<file path="config.mk">
export PLATFORM = sky130hd
export DESIGN_NAME = clock_divider_multi
export DESIGN_NICKNAME = d
export VERILOG_FILES = /design/src/rtl/clock_divider_multi.sv
export SDC_FILE = /design/constraint.sdc
export NUM_CORES = 1
export LEC_CHECK = 0
export BUFFER_PORTS_ARGS = -buffer_cell sky130_fd_sc_hd__buf_2
export CAP_MARGIN = 25
export CORE_MARGIN = 2
export CORE_UTILIZATION = 30
export CTS_CLUSTER_DIAMETER = 60
export DETAILED_ROUTE_END_ITERATION = 10
export HOLD_SLACK_MARGIN = 0.12
export PLACE_DENSITY = 0.57
export SETUP_SLACK_MARGIN = 0.3
export SKIP_CTS_REPAIR_TIMING = 1
export SLEW_MARGIN = 20
export SYNTH_ARGS = -nofsm -noshare
export SYNTH_HDL_FRONTEND = slang
export SYNTH_SLANG_ARGS = --single-unit
</file>
<file path="constraint.sdc">
create_clock -name clk -period 3.9 [get_ports clk]
set_clock_uncertainty 0.1 [all_clocks]
set_input_delay 0.195 -clock clk [delete_from_list [all_inputs] [get_ports clk]]
set_output_delay 0.195 -clock clk [all_outputs]
set_load 0.02 [all_outputs]
</file>
<file path="src/rtl/clock_divider_multi.sv">
// Multi-channel programmable clock divider with per-channel period ticks.
// Each channel divides clk by a runtime-loadable N >= 2. Its output is high
// for ceil(N/2) cycles and low for the rest. Divisor writes wait in a
// one-deep pending slot and take effect only when a new period starts.
module clock_divider_multi #(
    parameter int unsigned NUM_CH      = 4,
    parameter int unsigned COUNT_WIDTH = 8,
    parameter int unsigned DEFAULT_DIV = 6,
    localparam int unsigned CH_W       = (NUM_CH > 1) ? $clog2(NUM_CH) : 1
) (
    input  logic                   clk,
    input  logic                   rst,
    input  logic [NUM_CH-1:0]      en,
    input  logic                   sync,
    input  logic                   cfg_valid,
    output logic                   cfg_ready,
    input  logic [CH_W-1:0]        cfg_ch,
    input  logic [COUNT_WIDTH-1:0] cfg_div,
    output logic                   cfg_err,
    output logic [NUM_CH-1:0]      clk_out,
    output logic [NUM_CH-1:0]      tick
);

    localparam logic [CH_W:0]        NumChW = (CH_W + 1)'(NUM_CH);
    localparam logic [COUNT_WIDTH-1:0] DefDiv = COUNT_WIDTH'(DEFAULT_DIV);

    // Reset: asserted asynchronously, released through two flops.
    logic [1:0] rst_sync_q;
    logic       rst_int_n;

    // cnt_q is the phase currently shown on clk_out/tick while live_q is set.
    // arm_q delays a freshly enabled channel by one cycle before phase 0.
    logic [COUNT_WIDTH-1:0] cnt_q  [NUM_CH];
    logic [COUNT_WIDTH-1:0] cnt_d  [NUM_CH];
    logic [COUNT_WIDTH-1:0] div_q  [NUM_CH];
    logic [COUNT_WIDTH-1:0] div_d  [NUM_CH];
    logic [COUNT_WIDTH-1:0] pdiv_q [NUM_CH];
    logic [COUNT_WIDTH-1:0] pdiv_d [NUM_CH];
    logic [NUM_CH-1:0]      pend_q, pend_d;
    logic [NUM_CH-1:0]      arm_q;
    logic [NUM_CH-1:0]      live_q, live_d;
    logic [NUM_CH-1:0]      clk_out_q, clk_out_d;
    logic [NUM_CH-1:0]      tick_q, tick_d;
    logic                   err_q, err_d;

    logic ch_ok, div_ok, xfer, wr_ok;

    // Two-flop synchroniser for reset release.
    always_ff @(posedge clk or negedge rst) begin
        if (!rst) begin
            rst_sync_q <= 2'b00;
        end else begin
            rst_sync_q <= {rst_sync_q[0], 1'b1};
        end
    end

    assign rst_int_n = rst_sync_q[1];

    // Config handshake decode; out-of-range channels are always ready so the
    // bad write can be consumed and flagged.
    always_comb begin
        ch_ok     = ({1'b0, cfg_ch} < NumChW);
        div_ok    = (cfg_div >= COUNT_WIDTH'(2));
        cfg_ready = ch_ok ? ~pend_q[cfg_ch] : 1'b1;
        xfer      = cfg_valid & cfg_ready;
        wr_ok     = xfer & ch_ok & div_ok;
        err_d     = xfer & ~(ch_ok & div_ok);
    end

    // Per-channel next state: phase advance, period restart and divisor load.
    always_comb begin
        logic                 load;
        logic [COUNT_WIDTH:0] half;
        load      = 1'b0;
        half      = '0;
        cnt_d     = cnt_q;
        div_d     = div_q;
        pdiv_d    = pdiv_q;
        pend_d    = pend_q;
        live_d    = live_q;
        clk_out_d = '0;
        tick_d    = '0;
        for (int i = 0; i < NUM_CH; i++) begin
            load = 1'b0;
            if (!en[i]) begin
                live_d[i] = 1'b0;
                cnt_d[i]  = '0;
                load      = pend_q[i];
            end else if (sync || (arm_q[i] && !live_q[i]) ||
                         (live_q[i] && (cnt_q[i] == div_q[i] - COUNT_WIDTH'(1)))) begin
                // New period: sync, first period after enable, or wrap.
                live_d[i] = 1'b1;
                cnt_d[i]  = '0;
                load      = pend_q[i];
            end else if (live_q[i]) begin
                cnt_d[i] = cnt_q[i] + COUNT_WIDTH'(1);
            end
            if (load) begin
                div_d[i]  = pdiv_q[i];
                pend_d[i] = 1'b0;
            end
            // A write only lands on a channel whose slot was empty, so it
            // never collides with the load above.
            if (wr_ok && (cfg_ch == CH_W'(i))) begin
                pend_d[i] = 1'b1;
                pdiv_d[i] = cfg_div;
            end
            half         = ({1'b0, div_d[i]} + (COUNT_WIDTH + 1)'(1)) >> 1;
            clk_out_d[i] = live_d[i] && ({1'b0, cnt_d[i]} < half);
            tick_d[i]    = live_d[i] && (cnt_d[i] == '0);
        end
    end

    // State and registered outputs.
    always_ff @(posedge clk or negedge rst_int_n) begin
        if (!rst_int_n) begin
            for (int i = 0; i < NUM_CH; i++) begin
                cnt_q[i]  <= '0;
                div_q[i]  <= DefDiv;
                pdiv_q[i] <= DefDiv;
            end
            pend_q    <= '0;
            arm_q     <= '0;
            live_q    <= '0;
            clk_out_q <= '0;
            tick_q    <= '0;
            err_q     <= 1'b0;
        end else begin
            for (int i = 0; i < NUM_CH; i++) begin
                cnt_q[i]  <= cnt_d[i];
                div_q[i]  <= div_d[i];
                pdiv_q[i] <= pdiv_d[i];
            end
            pend_q    <= pend_d;
            arm_q     <= en;
            live_q    <= live_d;
            clk_out_q <= clk_out_d;
            tick_q    <= tick_d;
            err_q     <= err_d;
        end
    end

    assign clk_out = clk_out_q;
    assign tick    = tick_q;
    assign cfg_err = err_q;

endmodule

</file>
== Yosys cells after proc, flatten, opt, wreduce, memory -nomap -nowiden ==
Index checks and enable logic that the tools add are counted.
Storage, ports and cells
  output and inout port bits: 10
  register bits after elaboration: 119
  word-level logic and storage cells: 135
  input port bits: 18
Operators by class
  $lt $le $gt $ge: 6
  mux-type cells: 42
  bitwise logic cells: 5
  eq/ne operators: 7
  $add $sub $neg: 12
  reductions and logical operators: 41
Operator list (number)
  8-bit two-way mux: 16
  8-bit by 1-bit adder with 9-bit output, second input constant: 4
  8-bit by 1-bit adder with 8-bit output, second input constant: 4
  8-bit equality test: 4
  8-bit zero test: 4
  8-bit less-than comparator: 4
  8-bit by 1-bit subtractor with 8-bit output, second input constant: 4
  1-bit two-way mux: 25
  1-bit logical AND: 20
  8-bit by 2-bit >= comparator with 1-bit output, second input constant: 1
  1-bit logical OR: 8
  2-bit nonzero test: 4
  2-bit equality test, second input constant: 2
  1-bit zero test: 4
  1-bit bitwise AND: 3
  2-bit by 3-bit less-than comparator with 1-bit output, second input constant: 1
  1-bit binary-select mux with 2-bit select: 1
  2-bit by 1-bit equality test with 1-bit output, second input constant: 1
  2-bit zero test: 1
  1-bit NOT: 2

== Logic depth before layout (Yosys ltp) ==
  word-level depth: 10
  mapped depth: 22
  depth with buffers taken out: 20

== Least setup slack after synthesis ==
Ideal clock, no wire load.
  kind: register to register
  start point: reg div_q[19] in the netlist's numbering
  end point: reg clk_out_q[1], in the netlist clk_out[1]
  path slack: -56 ps
  data required time: 3712 ps
  cell stages (with the launch flop): 19
  clock period less this slack: 3956 ps
  buffers on the path: 2
  arrival: 3768 ps
  setup time: 88 ps
  cell sequence: dfrtp_1 buf_6 or3_1 or4_1 xnor2_1 and4_1 o21ai_2 buf_6 mux2_4 ha_1 nand3_1 xor2_1 nor2_1 a21oi_1 ha_1 and4_1 a21oi_1 nand3_1 a41oi_1
RTL lines
  start, declared: line 35  | logic [COUNT_WIDTH-1:0] div_q [NUM_CH];
  start signal, assigned by index: line 119  | div_q[i] <= DefDiv;
  start signal, assigned by index: line 131  | div_q[i] <= div_d[i];
  end signal, assigned: line 137  | clk_out_q <= clk_out_d;
  end, declared: line 42  | logic [NUM_CH-1:0] clk_out_q, clk_out_d;

==> key figures <==
Global routing
  – First-pass GRT wire length: a little under 30 mm
  – Maximum number of pins on one net before global-route repair: around 70
  – Via count of the first global-routing pass: roughly 5.7k
  – Residual overflow from global routing: 0
  – Global router's overall resource usage: between 10 and 15%
  – Number of antenna violations at the first check in global routing: 1

Die
  – Die Y: around 170 um
  – I/O pin count: 28
  – Horizontal die dimension: 165 um
  – Initial core utilization: between 30 and 40%
  – Area of the core region: 25300 sq um
  – Total Die Area: about 27000 sq um
  – Placement Rows: 58

Clocking
  – Clock-pin slew of the registers on the worst-case setup and hold paths: approximately 0.060 ns
  – Number of buffers created by CTS: 17
  – TritonCTS clock tree: yes
  – Clk root buf: clkbuf_16
  – H-tree Lvls: 4
  – Clock latency on the worst-skew pair: between 0.4 and 0.5 ns
  – Clock net sink count: between 100 and 150
  – Maximum root-to-sink buffer count: 2

Cells and area
  – Number of nets in the finished design: roughly 930
  – Area growth from synthesis to final layout: 22.9%
  – Fraction of layout cells with a size suffix above 1: 27.7%
  – Area of all placed cells without fillers: 9580 sq um
  – # fillers: 2477
  – Filler-free cell count of the finished design: 1218
  – Number of antenna cells inserted: 0

Synth
  – Synthesis warning total: 0
  – Library cell with the highest instance count after synthesis: dfrtp_1
  – Mean cell area of the mapped netlist: 9.54 sq um
  – Part of the Yosys area used for sequential elements: between 30% and 40%
  – Cell area after synthesis: around 7800 sq um
  – Commonest register cell after synthesis: dfrtp_1
  – Flip-flop and latch count after synthesis: about 120
  – Post-synth cell types: a little over 60
  – Top cell types by occurrence after synthesis: 103 x dfrtp_1, 90 x nor2_1, 60 x xnor2_1
  – Number of flops mapped to enable cells by yosys: 0
  – Instance count of the mapped netlist: 817
  – Cell type with the highest aggregate area in the netlist: dfrtp_1
  – Top post-synthesis cells by area: dfrtp_1 33%, mux2_2 8.1%, xnor2_1 6.7%, ha_1 6.4%, xor2_1 5.8%
  – Net count after synthesis: 875
  – Top-area cell type share of the netlist area: approximately a third
  – Post-synthesis async set-or-reset flop share: 100%

Setup path
  – CP Class: register to register
  – Capture instance of the worst register-to-register path: clk_out[3]
  – Internal reg-to-reg setup slack: -0.003 ns
  – Launching instance or port of the critical path: div_q[1]
  – Maximum fanout count along the critical path: 4
  – Worst R2R Start: div_q[1]
  – Number of cell instances on the worst register-to-register path: 18
  – Critical Path Sink Type: register
  – Worst Path Required: 4.15 ns
  – Last element of the critical path: clk_out[3]
  – Worst EP arrival: roughly 4.2 ns
  – Startpoint type of the worst setup path: register

Power
  – Total power density per cell area: 593 nW/um^2
  – Leakage power figure: 4.00 nW
  – Worst VDD drop: around 0.00039 V

Timing
  – Share of the clock period used by the worst path: 100%
  – Slew Viols, Final: 0
  – Slew margin rel.: 41.1%
  – Unrepaired setup endpoints after global routing: yes
  – Worst Max-Slew Pin Slew: approximately 0.88 ns
  – Fin Hold WS: roughly 0.21 ns
  – Setup violations, final: 1
  – Number of hold-slack violations in the final timing report: 0
  – Final WS setup: -0.00337 ns
  – FMAX: ~0.26 GHz
  – Clock period minus worst slack: 3.90 ns

Min path
  – Class of the tightest hold or removal check: input port to register
  – WHS Path Cells: 4

Placement
  – Routability cong.: just over 0.8
  – Placed standard-cell area: 8460 sq um
  – Number of cells after detailed placement: 1152
  – HPWL reported at the end of detailed placement: ~13 mm
  – Number of buffers inserted by port buffering: 27

Job
  – Count of maximum capacitance violations: 0

Outcome
  – Outcome: complete, but fails checks
  – Failing checks: negative setup slack

Route
  – Final routed DRC violation total: 0
  – Final routed wirelength across all metal layers: 18.4 mm
  – Antenna Nets Post-Route: 0
  – Vias post-DR: between 6k and 7k
  – Avg WL per Cell: around 15 um
  – Via/cell ratio: roughly 5.0
  – Iter 0 DRT Violations: 328
  – Count of TritonRoute iterations in the first routing pass: 4
==> critical path, cell delays in order, from the launching register on <==
cell       delay (ns)
dfstp_2          0.53
inv_2            0.05
ha_4             0.24
xnor2_2          0.12
nor2_1           0.14
o2111ai_2        0.16
a2111oi_4        0.45
o41ai_4          0.17
mux2_4           0.35
ha_4             0.19
nand3_4          0.10
xor2_1           0.19
nor2_1           0.08
a21oi_2          0.14
ha_1             0.25
a211o_1          0.25
nand2_1          0.07
nand4b_1         0.09
a31oi_1          0.15
==> stage by stage <==
stage	setup slack, ns	utilization, %	setup TNS [ns]	total power, mW
after floorplan	0.191	-	0	3.33
after global placement	-0.0408	33.4	-0.0408	3.81
after detailed placement	-0.0526	33.4	-0.0526	3.84
after CTS	-0.0764	35.8	-0.0764	5.46
after global routing	-0.179	37.8	-0.356	6.05
final	-0.00337	37.8	-0.00337	5.69
==> sequential cells by signal, summed over array words and instances, names as in the netlist, 4 cells and up <==
name,flops
arm_q,4
pend_q,4
cnt_q,32
clk_out,4
tick,4
live_q,4
div_q,32
pdiv_q,32
==> how the worst min path moves through the flow <==
stage,slack [ns],startpoint,endpoint
floorplan,-0.20,rst,rst_sync_q[0]
finish,0.21,sync,live_q[0]
detailed placement,-0.12,rst,rst_sync_q[0]
global route,0.22,sync,live_q[2]
CTS,-0.57,rst,rst_sync_q[1]
global placement,-0.12,rst,rst_sync_q[0]
==> power breakdown <==
group	switching [mW]	leakage (nW)	total (mW)	internal [mW]
Combinational	1.01	2.25	2.14	1.13
Clock	0.580	0.278	1.60	1.02
Sequential	0.413	1.47	1.95	1.53
Total	2.00	4.00	5.69	3.68
==> per-layer routing <==
layer / global-route usage (%) / up-vias / wire, um
met1: 17.9 / 2934 / 8580
met2: 22.8 / 76 / 9050
li1: - / 3001 / -
met3: 2.20 / 29 / 390
met5: 0 / - / 13
met4: 5.73 / 2 / 367
==> logic make-up (layout without fill, tap and decap cells) <==
family / count (synthesis) / after routing / share of synthesized area (%)
AOI/OAI and AO/OA: 121 / 121 / 10.0
xor gates and xnor gates: 113 / 113 / 12.8
adders and majority gates: 40 / 40 / 6.42
buffers and inverters: 77 / 148 / 4.40
DFF: 119 / 119 / 38.5
muxes: 69 / 69 / 10.4
other: 1 / 1 / 0.0481
and+or+nand+nor: 277 / 277 / 17.4
==> area by class of cell <==
cell class                      instances  area (sq um)  area share (%)
Timing Repair Buffer                   89           656            6.84
Sequential cell                       119          3000            31.4
Clock inverter                         12           151            1.58
Clock buffer                           20           447            4.66
Multi-Input combinational cell        621          4810            50.2
Tap cell                              330           413            4.31
Inverter                               27           101            1.06
==> layout by cell type (no fill, tap or decap), types with 29 or more instances in the layout <==
cell	instances
mux2_2	52
nor2_1	87
ha_1	33
a21oi_1	29
xor2_1	52
dfrtp_1	100
buf_4	44
nand3_1	44
xnor2_1	54
nand2_1	44
No activity file was read; power rests on OpenSTA's default activity.
